<file path="src/rtl/spi_arb_pkg.sv">
// Shared types and constants for the SPI link arbiter: FSM encoding,
// requester indices and the grant helper.
package spi_arb_pkg;

  typedef enum logic [2:0] {
    ST_IDLE      = 3'd0,
    ST_ISSUE     = 3'd1,
    ST_WAIT_RISE = 3'd2,
    ST_WAIT_FALL = 3'd3,
    ST_HOLD      = 3'd4
  } arb_state_e;

  localparam int unsigned REQ_AUDIO  = 0;
  localparam int unsigned REQ_CFG    = 1;
  localparam logic [1:0]  GRANT_NONE = 2'b00;

  function automatic logic [1:0] grant_of(input logic idx);
    logic [1:0] g;
    g      = 2'b00;
    g[idx] = 1'b1;
    return g;
  endfunction

endpackage

</file>
<file path="src/rtl/spi_arb_req_slot.sv">
// One requester's start capture: holds the byte, keeps the pending flag until
// the arbiter issues it, and flags starts that arrive while the byte is still owed.
module spi_arb_req_slot
  import spi_arb_pkg::*;
(
  input  logic       clk,
  input  logic       rst,
  input  logic       start_i,
  input  logic [7:0] data_i,
  input  logic       clear_i,
  input  logic       inflight_i,
  output logic       pending_o,
  output logic [7:0] data_o,
  output logic       overrun_o
);

  logic       pending_q, pending_d;
  logic [7:0] data_q, data_d;
  logic       overrun_q, overrun_d;
  logic       accept_s;

  // Next-state for the pending flag, held byte and overrun pulse
  always_comb begin
    accept_s  = start_i & ~pending_q & ~inflight_i;
    pending_d = pending_q;
    data_d    = data_q;
    overrun_d = 1'b0;
    if (accept_s) begin
      pending_d = 1'b1;
      data_d    = data_i;
    end else if (clear_i) begin
      pending_d = 1'b0;
    end else begin
      pending_d = pending_q;
    end
    if (start_i && !accept_s) begin
      overrun_d = 1'b1;
    end else begin
      overrun_d = 1'b0;
    end
  end

  // Slot registers
  always_ff @(posedge clk) begin
    if (rst) begin
      pending_q <= 1'b0;
      data_q    <= 8'h00;
      overrun_q <= 1'b0;
    end else begin
      pending_q <= pending_d;
      data_q    <= data_d;
      overrun_q <= overrun_d;
    end
  end

  assign pending_o = pending_q;
  assign data_o    = data_q;
  assign overrun_o = overrun_q;

endmodule

</file>
<file path="src/rtl/spi_link_arbiter.sv">
// Shares one SPI byte transceiver between the audio path (req0) and the radio
// config poller (req1). Define SPI_ARB_ROUND_ROBIN_EN for alternating priority.
module spi_link_arbiter
  import spi_arb_pkg::*;
#(
  parameter int unsigned BUSY_RISE_TIMEOUT = 4,
  parameter int unsigned LOCK_TIMEOUT      = 1024
) (
  input  logic       clk,
  input  logic       rst,
  input  logic       r0_tx_start,
  input  logic [7:0] r0_tx_data,
  input  logic       r0_lock,
  output logic       r0_tx_busy,
  output logic [7:0] r0_rx_data,
  output logic       r0_rx_done,
  input  logic       r1_tx_start,
  input  logic [7:0] r1_tx_data,
  input  logic       r1_lock,
  output logic       r1_tx_busy,
  output logic [7:0] r1_rx_data,
  output logic       r1_rx_done,
  output logic       spi_tx_start,
  output logic [7:0] spi_tx_data,
  input  logic       spi_tx_busy,
  input  logic [7:0] spi_rx_data,
  input  logic       spi_rx_done,
  output logic [1:0] grant,
  output logic       lock_err,
  output logic       overrun_err
);

  localparam int unsigned CNT_W = $clog2(LOCK_TIMEOUT + 1);

  arb_state_e   state_q, state_d;
  logic [1:0]   grant_q, grant_d;
  logic [CNT_W-1:0] cnt_q, cnt_d;
  logic         lock_err_q, lock_err_d;
  logic [7:0]   rx0_data_q, rx0_data_d, rx1_data_q, rx1_data_d;
  logic         rx0_done_q, rx0_done_d, rx1_done_q, rx1_done_d;

  logic [1:0]   pending_s, clear_s, inflight_s, overrun_s;
  logic [7:0]   slot_data_s [2];
  logic         xfer_s, owner_s, owner_lock_s, pick_s, prio_s, rx_target_s;

  assign xfer_s     = (state_q == ST_ISSUE) || (state_q == ST_WAIT_RISE) || (state_q == ST_WAIT_FALL);
  assign owner_s    = grant_q[REQ_CFG];
  assign clear_s    = (state_q == ST_ISSUE) ? grant_q : 2'b00;
  assign inflight_s = xfer_s ? grant_q : 2'b00;

  spi_arb_req_slot u_slot0 (
    .clk        (clk),
    .rst        (rst),
    .start_i    (r0_tx_start),
    .data_i     (r0_tx_data),
    .clear_i    (clear_s[REQ_AUDIO]),
    .inflight_i (inflight_s[REQ_AUDIO]),
    .pending_o  (pending_s[REQ_AUDIO]),
    .data_o     (slot_data_s[REQ_AUDIO]),
    .overrun_o  (overrun_s[REQ_AUDIO])
  );

  spi_arb_req_slot u_slot1 (
    .clk        (clk),
    .rst        (rst),
    .start_i    (r1_tx_start),
    .data_i     (r1_tx_data),
    .clear_i    (clear_s[REQ_CFG]),
    .inflight_i (inflight_s[REQ_CFG]),
    .pending_o  (pending_s[REQ_CFG]),
    .data_o     (slot_data_s[REQ_CFG]),
    .overrun_o  (overrun_s[REQ_CFG])
  );

`ifdef SPI_ARB_ROUND_ROBIN_EN
  logic prio_q;
  logic release_s;

  // A whole lock sequence releases only once, on the return to IDLE
  assign release_s = ((state_q == ST_WAIT_FALL) || (state_q == ST_HOLD)) && (state_d == ST_IDLE);

  // Priority register: favour the requester that was not just served
  always_ff @(posedge clk) begin
    if (rst) begin
      prio_q <= 1'(REQ_AUDIO);
    end else if (release_s) begin
      prio_q <= ~owner_s;
    end else begin
      prio_q <= prio_q;
    end
  end
  assign prio_s = prio_q;
`else
  assign prio_s = 1'(REQ_AUDIO);
`endif

  // Owner lock and IDLE-time winner selection
  always_comb begin
    owner_lock_s = owner_s ? r1_lock : r0_lock;
    if (pending_s[REQ_AUDIO] && pending_s[REQ_CFG]) begin
      pick_s = prio_s;
    end else begin
      pick_s = pending_s[REQ_CFG];
    end
  end

  // Arbitration FSM next-state, grant and timeout counter
  always_comb begin
    state_d    = state_q;
    grant_d    = grant_q;
    cnt_d      = cnt_q;
    lock_err_d = 1'b0;
    case (state_q)
      ST_IDLE: begin
        if (|pending_s) begin
          grant_d = grant_of(pick_s);
          state_d = ST_ISSUE;
        end else begin
          grant_d = GRANT_NONE;
        end
      end
      ST_ISSUE: begin
        state_d = ST_WAIT_RISE;
        cnt_d   = CNT_W'(1);
      end
      ST_WAIT_RISE: begin
        // A transceiver that never raises busy still completes the byte
        if (spi_tx_busy || (cnt_q >= CNT_W'(BUSY_RISE_TIMEOUT - 1))) begin
          state_d = ST_WAIT_FALL;
          cnt_d   = '0;
        end else begin
          cnt_d = cnt_q + CNT_W'(1);
        end
      end
      ST_WAIT_FALL: begin
        if (!spi_tx_busy) begin
          if (owner_lock_s) begin
            state_d = ST_HOLD;
            cnt_d   = '0;
          end else begin
            state_d = ST_IDLE;
            grant_d = GRANT_NONE;
          end
        end else begin
          state_d = ST_WAIT_FALL;
        end
      end
      ST_HOLD: begin
        if (pending_s[owner_s]) begin
          state_d = ST_ISSUE;
        end else if (!owner_lock_s) begin
          state_d = ST_IDLE;
          grant_d = GRANT_NONE;
        end else if (cnt_q == CNT_W'(LOCK_TIMEOUT - 1)) begin
          state_d    = ST_IDLE;
          grant_d    = GRANT_NONE;
          lock_err_d = 1'b1;
        end else begin
          cnt_d = cnt_q + CNT_W'(1);
        end
      end
      default: begin
        state_d = ST_IDLE;
        grant_d = GRANT_NONE;
        cnt_d   = '0;
      end
    endcase
  end

  // RX routing: owner while granted, otherwise unsolicited bytes go to audio
  always_comb begin
    if (grant_q != GRANT_NONE) begin
      rx_target_s = owner_s;
    end else begin
      rx_target_s = 1'(REQ_AUDIO);
    end
    rx0_done_d = spi_rx_done & ~rx_target_s;
    rx1_done_d = spi_rx_done & rx_target_s;
    if (rx0_done_d) begin
      rx0_data_d = spi_rx_data;
    end else begin
      rx0_data_d = rx0_data_q;
    end
    if (rx1_done_d) begin
      rx1_data_d = spi_rx_data;
    end else begin
      rx1_data_d = rx1_data_q;
    end
  end

  // Arbiter state and RX output registers
  always_ff @(posedge clk) begin
    if (rst) begin
      state_q    <= ST_IDLE;
      grant_q    <= GRANT_NONE;
      cnt_q      <= '0;
      lock_err_q <= 1'b0;
      rx0_data_q <= 8'h00;
      rx1_data_q <= 8'h00;
      rx0_done_q <= 1'b0;
      rx1_done_q <= 1'b0;
    end else begin
      state_q    <= state_d;
      grant_q    <= grant_d;
      cnt_q      <= cnt_d;
      lock_err_q <= lock_err_d;
      rx0_data_q <= rx0_data_d;
      rx1_data_q <= rx1_data_d;
      rx0_done_q <= rx0_done_d;
      rx1_done_q <= rx1_done_d;
    end
  end

  assign spi_tx_start = (state_q == ST_ISSUE);
  assign spi_tx_data  = (state_q == ST_ISSUE) ? slot_data_s[owner_s] : 8'h00;
  assign grant        = grant_q;
  assign lock_err     = lock_err_q;
  assign overrun_err  = |overrun_s;
  assign r0_tx_busy   = pending_s[REQ_AUDIO] | inflight_s[REQ_AUDIO];
  assign r1_tx_busy   = pending_s[REQ_CFG] | inflight_s[REQ_CFG];
  assign r0_rx_data   = rx0_data_q;
  assign r0_rx_done   = rx0_done_q;
  assign r1_rx_data   = rx1_data_q;
  assign r1_rx_done   = rx1_done_q;

endmodule

</file>
<file path="config.mk">
export PLATFORM = sky130hd
export DESIGN_NAME = spi_link_arbiter
export DESIGN_NICKNAME = d
export VERILOG_FILES = /design/src/rtl/spi_arb_pkg.sv /design/src/rtl/spi_arb_req_slot.sv /design/src/rtl/spi_link_arbiter.sv
export SDC_FILE = /design/constraint.sdc
export NUM_CORES = 1
export LEC_CHECK = 0
export ABC_CLOCK_PERIOD_IN_PS = 4790
export CORE_MARGIN = 10
export CORE_UTILIZATION = 52
export DETAILED_ROUTE_END_ITERATION = 16
export PLACE_DENSITY_LB_ADDON = 0.08
export SETUP_SLACK_MARGIN = 0.2
export SYNTH_ARGS = -nofsm -noshare
export SYNTH_HDL_FRONTEND = slang
export SYNTH_SLANG_ARGS = --single-unit
</file>
<file path="constraint.sdc">
create_clock -name clk -period 4.79 [get_ports clk]
set_input_delay 0.7185 -clock clk [delete_from_list [all_inputs] [get_ports clk]]
set_output_delay 0.7185 -clock clk [all_outputs]
set_load 0.02 [all_outputs]
</file>
==> reports/metrics.csv, run 1 <==
stage,metric,value,unit
synth,synth.avg_cell_area,8.05,sq um
clock_tree,clockBufferDepth,2,
power,clock_power_share,29.3,%
sta,rsz0062_at_grt,false,
global_routing,grt-ovfl-total,0,
synth,postSynthCellCount,307,
setup_path,reg2reg_to,cnt_q[4],
detailed_routing,drt_iter0_drc,157,
clock_tree,path_clk_slew,90,ps
setup_path,cp-start-kind,flip-flop,
floorplanning,dieArea,0.00791,sq mm
floorplanning,rows,25,
floorplanning,start_util,53.0,%
clock_tree,cts_hold_buf,0,
global_routing,grt_use_total,16.7,%
layout,fillers,401,
sta,hold_slack,456,ps
detailed_routing,wl_per_cell,15.7,um
clock_tree,ctsResizeCount,0,
setup_path,cp_slowest_cell,dfxtp_1,
layout,layout.nets,392,
synth,synth-edff-count,0,
run_status,status,"finished, final reports clean",
flow_run,drv_cap,0,
setup_path,regToRegSetupSlack,2510,ps
place,io_buffers,64,
sta,fin_crit,2840,ps
sta,drv_slew,0,
sta,setup_viol,0,
sta,fin_setup_tns,0,ps
power,vdd_drop_max,0.000189,V
synth,yosysSeqAreaShare,44.6,%
power,switchingPower,0.315,mW
worst_hold_path,holdPathStages,2,
detailed_routing,vias,2338,
detailed_routing,wl,6490,um
layout,layout_commonest_cell,nand2_1,
synth,synth_nets,340,
sta,worst_pin_slew,1040,ps
power,seqPwrFrac,47.8,%
place,place_congestion,0.835,
worst_hold_path,worstHoldStart,u_slot0.data_o[4],
clock_tree,clock-sinks,55,
power,powerDensity,338,mW/mm^2
power,switching_share,29.2,%
setup_path,reg2reg_from,grant[1],
sta,period_share,59.3,%
global_routing,grt_max_degree,52,
floorplanning,die_w,88.9,um
power,pwr-share-comb,22.9,%
layout,diodes,0,
sta,finalClockSkew,3.73,ps
detailed_routing,via_per_inst,5.65,
setup_path,arrival,2120,ps
setup_path,path_class,flip-flop to output pin,
global_routing,grt_first_pass_wirelength,10600,um
power,leakagePower,1.15,nW
worst_hold_path,hold_path_end,u_slot0.data_o[4],
setup_path,path_cells,"buf_4, mux2i_1, nor2_1, clkdlybuf4s50_1",
sta,relSlewSlack,30.5,%
worst_hold_path,hold_path_class,flip-flop to flip-flop,
global_routing,grt_pass1_vias,2221,
layout,drive_gt1_share,4.44,%
sta,setup_ws,1950,ps
synth,netlist_area,0.00247,sq mm
detailed_routing,ant_nets,0,
synth,synth-seq-cells,55,
detailed_routing,route.detailed.drc,0,
setup_path,ff2ff_path_depth,5,
layout,final_cell_mix,"71 x nand2_1, 63 x clkdlybuf4s50_1, 55 x dfxtp_1, 43 x a21oi_1, 20 x nor2_1",
clock_tree,cts_tree,yes,
floorplanning,pin_count,65,
clock_tree,cts_setup_buffers,0,
power,p_int,0.762,mW
floorplanning,core_area,0.00466,sq mm
sta,hold_violations,0,
synth,yosysWarningCount,0,
clock_tree,cts_root_buf,clkbuf_8,
synth,synth-async-reset-ratio,0,%
clock_tree,cts-buffers-inserted,5,
setup_path,max_stage_delay,630,ps
global_routing,grt_antenna_before_repair,0,
clock_tree,clk_latency,310,ps
place,place_ws,2060,ps
clock_tree,h-tree-depth,2,
layout,area_growth,29.1,%
detailed_routing,dr.pass1.iters,4,
synth,ys.flop_type,dfxtp_1,
floorplanning,dieHeight,88.9,um
setup_path,worstPathMaxFanout,17,
setup_path,crit_required,4070,ps
setup_path,worstSetupEndpointType,output pin,
place,post-dp-hpwl,4640,um
sta,fmax,0.352,GHz
synth,yosysUniqueCellTypes,41,
-- metrics by stage --
stage	cells	area, sq um	utilization (%)	power (mW)
6_report	414	3190	68.4	1.08
5_1_grt	414	3190	68.4	1.14
4_1_cts	414	3190	68.4	1.09
3_5_place_dp	406	3070	65.9	0.770
3_3_place_gp	406	3070	65.9	0.766
2_1_floorplan	307	2470	-	0.687
-- power groups by stage --
| stage | logic (mW) | registers [mW] | clock network [mW] |
|---|---|---|---|
| floorplan | 0.167 | 0.520 | 0 |
| global placement | 0.243 | 0.523 | 0 |
| detailed placement | 0.245 | 0.524 | 0 |
| CTS | 0.247 | 0.514 | 0.325 |
| global route | 0.272 | 0.519 | 0.345 |
| finish | 0.247 | 0.514 | 0.316 |
-- registers in the layout, summed over array words and instances (netlist names), 2 cells and up --
signal          count
cnt_q              11
r0_rx_data          8
r1_rx_data          8
u_slot0.data_o      8
u_slot1.data_o      8
state_q             3
grant               2
-- final cells by class --
class / count / area (sq um) / share of cell area [%]
multi-input cells: 226 / 1240 / 38.8
well taps: 54 / 67.6 / 2.12
clock inverters: 2 / 35.0 / 1.10
flip-flops and latches: 55 / 1100 / 34.5
inverters: 6 / 22.5 / 0.706
repair buffers: 65 / 643 / 20.2
clock buffers: 6 / 82.6 / 2.59
-- worst max-delay path: cells and delay by family, from the launching register on --
| kind | cells | cell delay [ps] |
|---|---|---|
| buffers and inverters | 2 | 960 |
| multiplexers | 1 | 100 |
| AND/OR/NAND/NOR | 1 | 120 |
| flip-flops | 1 | 630 |
-- layer usage --
metal | track usage, % | routed length [um] | up-vias
met5 | 0 | 0 | -
met3 | 5.93 | 577 | 7
met2 | 26.2 | 2970 | 75
li1 | - | - | 1174
met4 | 6.17 | 91 | 0
met1 | 20.7 | 2850 | 1082
-- synth_stat cells, types with 2 or more instances --
master / n / area share (%)
a21oi_1: 43 / 8.7
nand3b_1: 2 / 0.61
nor2_1: 20 / 3.0
buf_4: 2 / 0.61
nor4_1: 6 / 1.5
and2_1: 3 / 0.76
nand2b_1: 2 / 0.51
o21ai_1: 9 / 1.8
dfxtp_1: 55 / 45
mux2i_1: 9 / 3.6
clkbuf_1: 8 / 1.2
nand2_1: 71 / 11
nor3_1: 4 / 0.81
buf_6: 3 / 1.4
inv_1: 6 / 0.91
buf_1: 3 / 0.46
and3_1: 8 / 2.0
o21ai_0: 4 / 0.81
a32o_1: 8 / 3.2
nand4_1: 2 / 0.51
nand3_1: 12 / 2.4
nor3b_1: 5 / 1.5
buf_2: 4 / 0.81
-- worst max-delay path by stage --
| stage | from | endpoint | cells after the start |
|---|---|---|---|
| after CTS | grant[1] | spi_tx_data[6] | 4 |
| after global placement | r1_lock | cnt_q[4] | 6 |
| after global routing | grant[1] | spi_tx_data[6] | 4 |
| after detailed placement | r1_lock | cnt_q[7] | 6 |
| final | grant[1] | spi_tx_data[6] | 4 |
| after floorplan | grant[1] | spi_tx_data[6] | 5 |
-- cell families after synthesis --
| logic type | after synthesis | share of synthesized area, % |
|---|---|---|
| simple gates | 142 | 27.2 |
| compound gates | 72 | 17.9 |
| flops | 55 | 44.6 |
| buf+inv | 26 | 5.37 |
| mux | 10 | 4.10 |
| xor+xnor | 1 | 0.355 |
| fa+ha+maj | 1 | 0.507 |
No activity file was read; power rests on OpenSTA's default activity.
==> inputs of run 2 (changes only) <==
--- a/config.mk
+++ b/config.mk
@@ -5,9 +5,9 @@
 export SDC_FILE = /design/constraint.sdc
 export NUM_CORES = 1
 export LEC_CHECK = 0
-export ABC_CLOCK_PERIOD_IN_PS = 4790
+export ABC_CLOCK_PERIOD_IN_PS = 2900
 export CORE_MARGIN = 10
-export CORE_UTILIZATION = 52
+export CORE_UTILIZATION = 48
 export DETAILED_ROUTE_END_ITERATION = 16
 export PLACE_DENSITY_LB_ADDON = 0.08
 export SETUP_SLACK_MARGIN = 0.2
==> constraint.sdc (replaced) <==
create_clock -name clk -period 2.9 [get_ports clk]
set_input_delay 0.435 -clock clk [delete_from_list [all_inputs] [get_ports clk]]
set_output_delay 0.435 -clock clk [all_outputs]
set_load 0.02 [all_outputs]
==> reports/metrics.csv, run 2 (synthesis gave the netlist of run 1 again) <==
stage,metric,value,unit
floorplanning,dieArea,0.00841,sq mm
place,post-dp-hpwl,4700,um
sta,setup_viol,0,
place,dp_cells,423,
global_routing,grt_max_degree,32,
layout,diodes,0,
setup_path,cp-start-kind,flip-flop,
clock_tree,clk_latency,300,ps
run_status,status,"finished, final reports clean",
sta,fin_setup_tns,0,ps
detailed_routing,vias,2339,
clock_tree,cts_hold_buf,0,
layout,largest_register_ffs,11,
clock_tree,h-tree-depth,2,
global_routing,grt_use_total,15.0,%
detailed_routing,wl_per_cell,15.1,um
layout,final_cell_mix,"71 x nand2_1, 63 x clkdlybuf4s50_1, 55 x dfxtp_1, 43 x a21oi_1, 20 x nor2_1",
clock_tree,clock-sinks,55,
sta,relSlewSlack,60.7,%
sta,fmax,0.406,GHz
clock_tree,cts_tree,yes,
worst_hold_path,holdPathStages,2,
sta,period_share,84.9,%
sta,finalClockSkew,2.89,ps
power,powerDensity,524,mW/mm^2
sta,hold_slack,459,ps
layout,drive_gt1_share,4.16,%
setup_path,regToRegSetupSlack,720,ps
sta,worst_pin_slew,589,ps
layout,regMostFlops,cnt_q,
detailed_routing,drt_iter0_drc,97,
place,io_buffers,64,
layout,fin_util,63.1,%
floorplanning,dieHeight,91.7,um
detailed_routing,wl,6490,um
sta,hold_violations,0,
layout,layout.nets,393,
sta,fin_crit,2460,ps
global_routing,grt_first_pass_wirelength,10800,um
clock_tree,cts-buffers-inserted,5,
floorplanning,start_util,49.0,%
setup_path,ff2ff_path_depth,5,
global_routing,grt-ovfl-total,0,
floorplanning,pin_count,65,
floorplanning,core_area,0.00504,sq mm
detailed_routing,via_per_inst,5.43,
detailed_routing,route.detailed.drc,0,
power,leakagePower,1.13,nW
global_routing,grt_pass1_vias,2170,
clock_tree,path_clk_slew,90,ps
layout,fin_cells,431,
setup_path,crit_required,2470,ps
floorplanning,rows,26,
sta,drv_slew,0,
flow_run,drv_cap,0,
layout,area_growth,28.7,%
clock_tree,clockBufferDepth,2,
sta,rsz0062_at_grt,false,
setup_path,worstPathMaxFanout,10,
global_routing,grt_antenna_before_repair,0,
detailed_routing,ant_nets,0,
worst_hold_path,hold_path_class,flip-flop to flip-flop,
clock_tree,cts_setup_buffers,0,
setup_path,arrival,2030,ps
floorplanning,die_w,91.7,um
setup_path,path_class,flip-flop to output pin,
clock_tree,cts_root_buf,clkbuf_8,
layout,layout_commonest_cell,nand2_1,
clock_tree,ctsResizeCount,0,
detailed_routing,dr.pass1.iters,4,
place,place_congestion,0.832,
power,vdd_drop_max,0.000281,V
setup_path,worstSetupEndpointType,output pin,
-- run 2: changes by cell type in the layout (fill, tap and decap cells not counted), sizes merged --
cell and change:
buf +2, bufinv -1
-- run 2: worst paths after layout --
path,start,to
max,state_q[0],spi_tx_start
min,r0_rx_data[4],r0_rx_data[4]
min reg2reg,r0_rx_data[4],r0_rx_data[4]
max reg2reg,state_q[1],cnt_q[9]
-- run 2: layout make-up --
type	count	area (sq um)
Clock buffer	7	76.3
Clock inverter	1	5.00
Fill cell	466	1860
Inverter	6	22.5
Multi-Input combinational cell	226	1240
Sequential cell	55	1100
Tap cell	70	87.6
Timing Repair Buffer	66	651
-- run 2: layer usage --
layer / vias to the layer above / GRT usage, % / share of wire [%]
met5: - / 0 / 0
met4: 0 / 4.88 / 1.0
met3: 5 / 4.40 / 6.6
met2: 60 / 22.9 / 47
met1: 1102 / 19.8 / 46
li1: 1172 / - / -
-- run 2: worst max-delay path, stage by stage, from the launching register on --
cell and delay [ps]:
dfxtp_1 540, nand2_1 310, inv_1 220, clkdlybuf4s50_1 650
-- run 2: metrics by stage --
step / power (mW) / instance area (sq um) / setup slack [ps]
2_1_floorplan: 1.13 / 2470 / 929
3_3_place_gp: 1.27 / 3100 / 502
3_5_place_dp: 1.27 / 3100 / 455
4_1_cts: 1.68 / 3180 / 408
5_1_grt: 1.76 / 3180 / 259
6_report: 1.66 / 3180 / 437
-- run 2: power by group --
part / switching [mW] / internal, mW / leakage, nW
combinational: 0.229 / 0.180 / 0.641
clock: 0.239 / 0.170 / 0.0422
sequential: 0.0460 / 0.800 / 0.449
total: 0.514 / 1.15 / 1.13
==> inputs of run 3 (changes only) <==
--- a/config.mk
+++ b/config.mk
@@ -5,7 +5,7 @@
 export SDC_FILE = /design/constraint.sdc
 export NUM_CORES = 1
 export LEC_CHECK = 0
-export ABC_CLOCK_PERIOD_IN_PS = 2900
+export ABC_CLOCK_PERIOD_IN_PS = 2400
 export CORE_MARGIN = 10
 export CORE_UTILIZATION = 48
 export DETAILED_ROUTE_END_ITERATION = 16
==> constraint.sdc (replaced) <==
create_clock -name clk -period 2.4 [get_ports clk]
set_input_delay 0.36 -clock clk [delete_from_list [all_inputs] [get_ports clk]]
set_output_delay 0.36 -clock clk [all_outputs]
set_load 0.02 [all_outputs]
==> reports/metrics.csv, run 3 (synthesis gave the netlist of run 1 again) <==
stage,metric,value,unit
floorplanning,start_util,49.0,%
power,seqPwrFrac,47.1,%
clock_tree,clk_latency,310,ps
setup_path,cp_slowest_cell,clkdlybuf4s50_1,
setup_path,path_cells,"buf_6, buf_4, clkdlybuf4s50_1",
run_status,status,"finished, final reports clean",
sta,fin_crit,2120,ps
layout,layout.nets,398,
layout,seqCellArea,0.00110,sq mm
sta,fmax,0.473,GHz
global_routing,grt_pass1_vias,2206,
layout,layout_commonest_cell,nand2_1,
place,post-dp-hpwl,4890,um
detailed_routing,route.detailed.drc,0,
layout,drive_gt1_share,8.20,%
sta,period_share,88.1,%
detailed_routing,via_per_inst,5.36,
sta,rsz0062_at_grt,false,
power,switching_share,29.3,%
floorplanning,rows,26,
global_routing,use_met2,23.3,%
detailed_routing,vias,2339,
floorplanning,core_area,0.00504,sq mm
clock_tree,cts-buffers-inserted,5,
sta,setup_viol,0,
clock_tree,path_clk_slew,90,ps
floorplanning,die_w,91.7,um
sta,worst_pin_slew,580,ps
layout,fin_util,65.5,%
detailed_routing,drt_iter0_drc,82,
global_routing,use_met3,5.38,%
setup_path,worstPathMaxFanout,14,
clock_tree,cts_tree,yes,
global_routing,grt_antenna_before_repair,0,
place,io_buffers,64,
detailed_routing,dr.pass1.iters,4,
power,powerDensity,658,mW/mm^2
clock_tree,cts_hold_buf,0,
setup_path,worstSetupEndpointType,output pin,
setup_path,cp-start-kind,flip-flop,
sta,fin_setup_tns,0,ps
global_routing,top_usage_layer,met2,
global_routing,grt-ovfl-total,0,
layout,final_cell_mix,"70 x nand2_1, 52 x dfxtp_1, 52 x clkdlybuf4s50_1, 41 x a21oi_1, 20 x nor2_1",
layout,fillers,467,
power,clock_power_share,29.0,%
power,pwr-share-comb,23.9,%
clock_tree,cts_root_buf,clkbuf_8,
floorplanning,dieArea,0.00841,sq mm
sta,hold_slack,397,ps
layout,area_growth,33.8,%
power,vdd_drop_max,0.000361,V
layout,regMostFlops,cnt_q,
power,leakagePower,1.37,nW
clock_tree,clockBufferDepth,2,
layout,largest_register_ffs,11,
global_routing,use_met1,20.1,%
clock_tree,clock-sinks,55,
setup_path,path_class,flip-flop to output pin,
sta,relSlewSlack,61.3,%
power,p_int,1.54,mW
detailed_routing,wl_per_cell,15.2,um
setup_path,crit_required,2040,ps
place,place_congestion,0.830,
power,switchingPower,0.638,mW
floorplanning,dieHeight,91.7,um
sta,finalClockSkew,4.15,ps
detailed_routing,ant_nets,0,
global_routing,grt_max_degree,25,
worst_hold_path,hold_path_class,input port to flip-flop,
layout,diodes,0,
flow_run,drv_cap,0,
global_routing,grt_first_pass_wirelength,10900,um
power,fin_total_pwr,2.18,mW
global_routing,grt_use_total,15.3,%
floorplanning,pin_count,65,
sta,drv_slew,0,
sta,hold_violations,0,
layout,multi_input_area,0.00125,sq mm
detailed_routing,wl,6630,um
clock_tree,h-tree-depth,2,
setup_path,arrival,1760,ps
setup_path,max_stage_delay,630,ps
[run 3: cell count changes in the layout (fill, tap and decap cells not counted), sizes merged]
cell,before,now
clkdlybuf4s50,63,52
dlymetal6s2s,0,11
clkbuf,7,6
bufinv,0,1
buf,3,8
[run 3: per-layer routing]
layer | wire length, um | vias to the layer above
met2 | 3060 | 68
met5 | 0 | -
met3 | 431 | 8
met4 | 67 | 0
met1 | 3070 | 1086
li1 | - | 1177
[run 3: worst max-delay path, delay by kind of cell (launching register included)]
kind     cells  cell delay (ps)
buf+inv      3             1050
flops        1              400
[run 3: repair_timing]
item | in CTS | in global routing
endpoints found under the setup margin | 11 | 20
endpoints found under the hold margin | 0 | 0
buffers inserted | 0 | 0
cloned | 0 | 0
gates resized for setup | 6 | 14
[run 3: worst paths after layout]
check | startpoint | endpoint | slack [ps] | cells past startpoint
max | grant[1] | grant[1] | 280 | 3
min | rst | state_q[1] | 400 | 2
max reg2reg | cnt_q[0] | cnt_q[9] | 350 | 6
min reg2reg | u_slot0.data_o[7] | u_slot0.data_o[7] | 460 | 2
[run 3: through the flow]
step | setup WS, ps | instances | area, sq um
after global placement | 95.6 | 428 | 3140
after CTS | 216 | 436 | 3270
after detailed placement | 81.3 | 428 | 3140
after global routing | 196 | 436 | 3300
final | 284 | 436 | 3300
after floorplan | 504 | 307 | 2470
[run 3: layout make-up]
class,count,share of cell area [%]
Clock inverter,2,1.06
Sequential cell,55,33.4
Tap cell,70,2.65
Inverter,6,0.682
Clock buffer,6,2.50
Timing Repair Buffer,71,21.8
Multi-Input combinational cell,226,37.9
[run 3: power by group through the flow]
stage	Clock (mW)	Combinational [mW]	Sequential [mW]
6_report	0.631	0.521	1.02
5_1_grt	0.693	0.569	1.03
4_1_cts	0.646	0.524	1.02
3_5_place_dp	0	0.517	1.04
3_3_place_gp	0	0.509	1.04
2_1_floorplan	0	0.334	1.04
